$ cat config.mk
export PLATFORM = sky130hd
export DESIGN_NAME = fifo_sc
export DESIGN_NICKNAME = d
export VERILOG_FILES = /design/src/rtl/fifo_sc.sv
export SDC_FILE = /design/constraint.sdc
export NUM_CORES = 1
export LEC_CHECK = 0
export CAP_MARGIN = 20
export CORE_MARGIN = 2
export CORE_UTILIZATION = 55
export CTS_BUF_LIST = sky130_fd_sc_hd__clkbuf_2 sky130_fd_sc_hd__clkbuf_4 sky130_fd_sc_hd__clkbuf_8
export DETAILED_ROUTE_END_ITERATION = 10
export HOLD_SLACK_MARGIN = 0.15
export PLACE_DENSITY = 0.82
export SLEW_MARGIN = 30
export SYNTH_ARGS = -nofsm -noshare
export SYNTH_HDL_FRONTEND = slang
export SYNTH_SLANG_ARGS = --single-unit
$ cat constraint.sdc
create_clock -name clk_i -period 3.8 [get_ports clk_i]
set_input_delay 1.14 -clock clk_i [delete_from_list [all_inputs] [get_ports clk_i]]
set_output_delay 1.14 -clock clk_i [all_outputs]
set_load 0.02 [all_outputs]
$ cat src/rtl/fifo_sc.sv
// Single-clock parametrised FIFO with fill level, almost-full/almost-empty
// thresholds, normal or show-ahead read mode, synchronous flush and
// registered overflow/underflow pulses.
module fifo_sc #(
  parameter int DWIDTH       = 8,
  parameter int AWIDTH       = 4,
  parameter int SHOWAHEAD    = 0,
  parameter int ALMOST_FULL  = 12,
  parameter int ALMOST_EMPTY = 2
) (
  input  logic              clk_i,
  input  logic              rst_n_i,
  input  logic              srst_i,
  input  logic [DWIDTH-1:0] data_i,
  input  logic              wrreq_i,
  input  logic              rdreq_i,
  output logic [DWIDTH-1:0] q_o,
  output logic              empty_o,
  output logic              full_o,
  output logic              almost_empty_o,
  output logic              almost_full_o,
  output logic [AWIDTH:0]   usedw_o,
  output logic              overflow_o,
  output logic              underflow_o
);

  localparam int DEPTH = 1 << AWIDTH;
  localparam logic [AWIDTH:0] DEPTH_W = (AWIDTH + 1)'(DEPTH);
  localparam logic [AWIDTH:0] AF_W    = (AWIDTH + 1)'(ALMOST_FULL);
  localparam logic [AWIDTH:0] AE_W    = (AWIDTH + 1)'(ALMOST_EMPTY);

  // Pointers carry one extra wrap bit so full and empty are distinguishable.
  logic [AWIDTH:0]   wr_ptr;
  logic [AWIDTH:0]   rd_ptr;
  logic [DWIDTH-1:0] mem [DEPTH];
  logic              wr_en;
  logic              rd_en;

  assign usedw_o        = wr_ptr - rd_ptr;
  assign empty_o        = (usedw_o == '0);
  assign full_o         = (usedw_o == DEPTH_W);
  assign almost_full_o  = (usedw_o >= AF_W);
  assign almost_empty_o = (usedw_o <= AE_W);

  // Acceptance uses the flags as they stand before the edge, so a full FIFO
  // still takes a read and an empty one still takes a write.
  assign wr_en = wrreq_i && !full_o;
  assign rd_en = rdreq_i && !empty_o;

  // Storage array; never reset, and a flush suppresses the write.
  always_ff @(posedge clk_i) begin
    if (wr_en && !srst_i) begin
      mem[wr_ptr[AWIDTH-1:0]] <= data_i;
    end
  end

  // Pointer update; flush and reset both return to the empty state.
  always_ff @(posedge clk_i or negedge rst_n_i) begin
    if (!rst_n_i) begin
      wr_ptr <= '0;
      rd_ptr <= '0;
    end else if (srst_i) begin
      wr_ptr <= '0;
      rd_ptr <= '0;
    end else begin
      if (wr_en) wr_ptr <= wr_ptr + 1'b1;
      if (rd_en) rd_ptr <= rd_ptr + 1'b1;
    end
  end

  // Error pulses: high for the single cycle after a rejected request.
  always_ff @(posedge clk_i or negedge rst_n_i) begin
    if (!rst_n_i) begin
      overflow_o  <= 1'b0;
      underflow_o <= 1'b0;
    end else if (srst_i) begin
      overflow_o  <= 1'b0;
      underflow_o <= 1'b0;
    end else begin
      overflow_o  <= wrreq_i && full_o;
      underflow_o <= rdreq_i && empty_o;
    end
  end

  if (SHOWAHEAD != 0) begin : g_showahead
    // Head word is presented combinationally; meaningless while empty.
    assign q_o = mem[rd_ptr[AWIDTH-1:0]];
  end else begin : g_normal
    logic [DWIDTH-1:0] q_r;

    // Registered read data, updated only by an accepted read.
    always_ff @(posedge clk_i or negedge rst_n_i) begin
      if (!rst_n_i) begin
        q_r <= '0;
      end else if (srst_i) begin
        q_r <= '0;
      end else if (rd_en) begin
        q_r <= mem[rd_ptr[AWIDTH-1:0]];
      end
    end

    assign q_o = q_r;
  end

endmodule

==> results.ini, run 1 <==
[route]
viasPerCell = 6.125
wl_met3_um = 792
wl_met2_um = 6494
top_layer = met4
wl_per_cell_um = 22.52
dr_total_vias = 3479
drt-met1-wl_um = 5142
drt_iter0_drc = 378
first_pass_iters = 5
drcViolationCount = 0
wirelength_um = 12790
ant_nets = 0

[floorplanning]
die_area_um2 = 12240
rows = 38
start_util_pct = 56.94
core-area_um2 = 10980
fp.dieH_um = 110.6
dieWidth_um = 110.6
ios = 32

[setup_path]
arrival_ns = 2.57
slowest_delay_ns = 0.39
rrSetupSlack_ns = 0.82
crit_path_start_kind = flop
reg2reg_from = wr_ptr[0]
critPathCapture = usedw_o[4]
reg2reg_to = mem[1][5]
path_max_fanout = 7
startpoint = wr_ptr[0]
cp.buffers_inverters = 4
cp.required_ns = 2.66
critPathCaptureType = output port
cp_top_family = buffers and inverters
rr_worst_depth = 11
slowest_stage = fa_1
crit_chain = inv_1 > ha_1 > fa_1 > nand2b_1 > a21oi_2 > xor2_2 > inv_2 > buf_4 > dlygate4sd2_1
crit_type = reg -> out
cp.depth = 9

[place]
dp.cells = 535
routabilityCongestion = 0.8165
numPortBuffers = 31
placed_cell_area_um2 = 6870
dpl_worst_slack_ns = 0.1004
place.detailed.hpwl_um = 8358

[power]
peakVddDrop_uv = 528.8
powerDensity_nw_per_um2 = 626.7
power_leakage_nw = 2.512

[synthesis]
synth-edff-count = 128
synth.area.top_cells = edfxtp_1 (61%), mux4_2 (12%), dfrtp_1 (8.0%)
synth_cell_types = 44
synth_warnings = 0
synthXorXnorAreaFrac_pct = 0.8603
syn_inst = 352
synthAdderAreaFrac_pct = 2.121
ys.flop_type = edfxtp_1
synth-seq-area-share_pct = 69.47
synth.most_common_cell = edfxtp_1
async_flop_share_pct = 13.51
synth.area.mux_share_pct = 13.43
synth_compound_area_share_pct = 6.323
synth_fp_nets = 375
synth_area_um2 = 6253
syn_avg_cell_area_um2 = 17.77
synth_top_area_share_pct = 61.46
yosys.area_share.simple_pct = 5.882
yosysTopAreaCell = edfxtp_1
netlist_top_cells_count = edfxtp_1 (128), mux4_2 (32), nor2_1 (27)
synth-seq-cells = 148
synth_top_family_by_area = multiplexers

[clock_tree]
clkSinkCount = 148
cts_buffer_depth = 2
clk_latency_ns = 0.44
cts_buffers = 17
cts_tree = yes
cts_root_buf = clkbuf_8
path_clk_slew_ns = 0.09
cts-htree-levels = 4

[timing]
min_period_ns = 3.708
worst_pin_slew_ns = 0.7725
hold_viol = 0
finClkSkew_ns = 0.01279
fmax_ghz = 0.2697
slew_violations = 0
layout_setup_ws_ns = 0.09241
slew_headroom_pct = 48.31
final.setup.tns_ns = 0
finalSetupViolations = 0
min_period_over_period_pct = 97.57
grt_setup_unrepaired = false

[finish]
fin_nets = 438
regArea_um2 = 4345
drive_above_1_share_pct = 26.64
multi_input_area_um2 = 1807
stdcell_count = 568
antenna_cells = 0
syn_to_final_growth_pct = 15.75
nFillCells = 733
final_area_um2 = 7238

[grt]
grt_max_degree = 37
grt_pass1_vias = 3605
grt_pass1_wl_um = 20190
grt-ovfl-total = 0
grtUsageTotal_pct = 22.06
antenna_found_initial = 0

[min_path]
hp-class = reg -> reg

[status]
status = completed

[job]
max-cap-violations = 0

==> cell usage in the layout, fill, tap and decap left out, types with 6 or more instances in the layout <==
master	n
edfxtp_1	128
clkdlybuf4s50_1	24
nor2b_1	6
nand2_1	8
nor3_1	8
dfrtp_1	19
nor2_1	27
a41oi_1	8
nand3_1	6
buf_4	29
mux4_2	32
a221oi_1	8
ha_1	9
clkbuf_8	17
and2_1	9
inv_1	7
a22o_1	8
mux2_2	6
o21ai_0	9
==> cell type report <==
type | instances | area share, %
well taps | 140 | 2.420
inverters | 9 | 0.4667
flip-flops and latches | 148 | 60.03
multi-input cells | 179 | 24.96
clock inverters | 14 | 1.677
repair buffers | 60 | 7.105
clock buffers | 18 | 3.336
==> per-layer routing <==
layer	GRT usage (%)	vias up
met1	27.85	1770
li1	-	1546
met3	5.488	24
met4	9.250	0
met5	0	-
met2	36.77	139
==> tightest hold or removal path, stage by stage (launching register included) <==
cell and delay, ns:
dfrtp_1 0.37, a41oi_1 0.10, o21ai_0 0.06
==> timing repair <==
item,in CTS,in global routing
buffers inserted,1,0
endpoints found under the setup margin,5,4
hold buffers,0,0
gates resized for setup,13,6
==> logic make-up after synthesis <==
group	count (synthesis)
AO/OA/AOI/OAI	50
adder cells (fa/ha/maj)	10
AND/OR/NAND/NOR	73
buffers and inverters	25
multiplexers	42
flip-flops	148
XOR/XNOR	4
==> how the worst min path moves through the flow <==
stage,depth (start not counted),startpoint,slack (ns),end
after floorplan,2,rd_ptr[4],0.61,rd_ptr[4]
after global placement,2,q_o[3],0.53,q_o[3]
after detailed placement,2,q_o[5],0.54,q_o[5]
after CTS,2,q_o[5],0.56,q_o[5]
after global routing,2,q_o[5],0.61,q_o[5]
final,2,q_o[5],0.56,q_o[5]
==> metrics by stage <==
| stage | utilization [%] | hold slack, ns | total power [mW] |
|---|---|---|---|
| global placement | 62.55 | 0.5346 | 3.442 |
| CTS | 65.84 | 0.5629 | 4.547 |
| finish | 65.90 | 0.5587 | 4.536 |
| detailed placement | 62.55 | 0.5431 | 3.485 |
| floorplan | - | 0.6080 | 3.203 |
| global route | 65.90 | 0.6071 | 4.732 |
==> power by group <==
group | switching, mW | internal (mW)
clock network | 0.629 | 0.480
logic | 0.883 | 0.677
registers | 0.0323 | 1.84
total | 1.54 | 2.99
==> state kept, by name, indices dropped and copies added (netlist names) <==
name         count
mem            128
underflow_o      1
q_o              8
wr_ptr           5
rd_ptr           5
overflow_o       1
Note: power is estimated with default switching activity, not from simulation.
==> run 2, diff against run 1 <==
- CELL_PAD_IN_SITES_DETAIL_PLACEMENT: unset -> 0
- CELL_PAD_IN_SITES_GLOBAL_PLACEMENT: unset -> 1
- CORE_UTILIZATION: 55 -> 54
- PLACE_DENSITY: 0.82 -> 0.9
==> results.ini, run 2 (synthesis gave the netlist of run 1 again) <==
[status]
status = completed

[grt]
grtUsageTotal_pct = 22.24
antenna_found_initial = 0
grt_pass1_wl_um = 20360
grt_pass1_vias = 3671
grt_max_degree = 37
grt-ovfl-total = 0

[route]
dr_total_vias = 3532
wl_met3_um = 733
drcViolationCount = 0
wl_met2_um = 6566
ant_nets = 0
wl_per_cell_um = 22.40
drt-met1-wl_um = 5399
drt_iter0_drc = 356
first_pass_iters = 5
wirelength_um = 12860
top_layer = met4
viasPerCell = 6.153

[power]
power_leakage_nw = 2.553
peakVddDrop_uv = 347.6
powerDensity_nw_per_um2 = 649.6

[finish]
final_common_cell = edfxtp_1
final_cell_mix = edfxtp_1 (128), mux4_2 (32), buf_4 (32)
fin_nets = 441
drive_above_1_share_pct = 28.54
antenna_cells = 0
largest_reg_flops = 128
syn_to_final_growth_pct = 17.47

[timing]
layout_setup_ws_ns = 0.1400
worst_pin_slew_ns = 0.8234
finalSetupViolations = 0
min_period_over_period_pct = 96.32
grt_setup_unrepaired = false
final.setup.tns_ns = 0
fmax_ghz = 0.2732
timing.hold.ws_ns = 0.5660
finClkSkew_ns = 0.009147
slew_violations = 0
min_period_ns = 3.660
hold_viol = 0
slew_headroom_pct = 44.90

[clock_tree]
cts_buffers = 17
clkSinkCount = 148
path_clk_slew_ns = 0.08
clk_latency_ns = 0.45
cts_hold_buf = 0
cts_tree = yes
cts-htree-levels = 4
cts_buffer_depth = 2
cts_root_buf = clkbuf_8

[setup_path]
crit_type = reg -> out
cp_top_family = simple AND/OR/NAND/NOR gates
crit_chain = inv_1 > ha_1 > nand3b_1 > nand2_1 > xor2_1 > nand2_1 > nand2_1 > dlygate4sd2_1
critPathCaptureType = output port
cp.buffers_inverters = 2
crit_top_cell = nand2_1
arrival_ns = 2.52
crit_path_start_kind = flop
slowest_stage = ha_1
cp.required_ns = 2.66
slowest_delay_ns = 0.44
path_max_fanout = 5

[floorplanning]
fp.dieH_um = 111.6
rows = 39
dieWidth_um = 111.6
start_util_pct = 55.00
core-area_um2 = 11370
ios = 32
die_area_um2 = 12460

[job]
max-cap-violations = 0

[place]
dpl_worst_slack_ns = 0.1218
numPortBuffers = 31
routabilityCongestion = 0.8474
place.detailed.hpwl_um = 8051

[min_path]
hp-class = reg -> reg

==> run 2: changes by cell type in the layout (fill, tap and decap cells not counted), moves of 3 or more <==
| cell | change |
|---|---|
| bufinv_16 | +4 |
| inv_6 | -5 |
| clkinvlp_4 | +4 |
| buf_4 | +3 |
==> run 2: worst reg2reg max path, stage by stage (launching register included) <==
cell and delay, ns:
dfrtp_1 0.36, inv_1 0.06, ha_2 0.19, fa_2 0.34, buf_4 0.16, xnor2_4 0.24, nor2_1 0.13, mux2i_2 0.24
buf_4 0.17, buf_4 0.13, o211ai_2 0.17, nor2_1 0.37, buf_4 0.23
==> run 2: final cells by class <==
| type | count | area (µm²) |
|---|---|---|
| clock buffer | 18 | 241.5 |
| tap | 143 | 178.9 |
| fill | 739 | 4024 |
| clock inverter | 14 | 186.4 |
| multi-input combinational | 179 | 1824 |
| inverter | 9 | 33.78 |
| timing repair buffer | 63 | 535.5 |
| sequential | 148 | 4345 |
==> run 2: final timing paths <==
kind | start | endpoint | slack, ns | cells past startpoint
min | q_o[6] | q_o[6] | 0.57 | 2
max in group asynchronous | rst_n_i | rd_ptr[0] | 2.79 | 1
max | rd_ptr[2] | almost_full_o | 0.14 | 8
min reg2reg | q_o[6] | q_o[6] | 0.57 | 2
max reg2reg | wr_ptr[0] | mem[4][3] | 0.71 | 12
min in group asynchronous | rst_n_i | overflow_o | 0.65 | 1
==> run 2: where the power goes <==
part	total (mW)	leakage, nW	switching, mW	internal [mW]
combinational	1.61	0.926	0.911	0.699
clock	1.29	0.204	0.575	0.716
sequential	1.87	1.42	0.0338	1.84
total	4.77	2.55	1.52	3.25
==> run 2: routing by layer <==
| layer | vias up | track usage (%) |
|---|---|---|
| met4 | 0 | 5.926 |
| met1 | 1819 | 30.24 |
| li1 | 1557 | - |
| met3 | 17 | 6.260 |
| met2 | 139 | 36.10 |
| met5 | - | 0 |
==> run 2: timing repair <==
item                                   CTS  global route
setup buffers                            3             0
pin swaps                                0             1
endpoints found under the hold margin    0             0
setup endpoints to repair                5             7
gates resized for setup                 14            10
==> run 2: metrics by stage <==
step	area [µm²]	power, mW	instances	util [%]
floorplan	6260	3.203	352	-
global placement	6894	3.452	539	60.64
detailed placement	6894	3.493	539	60.64
CTS	7336	4.783	574	64.52
global route	7346	4.979	574	64.61
finish	7346	4.772	574	64.61
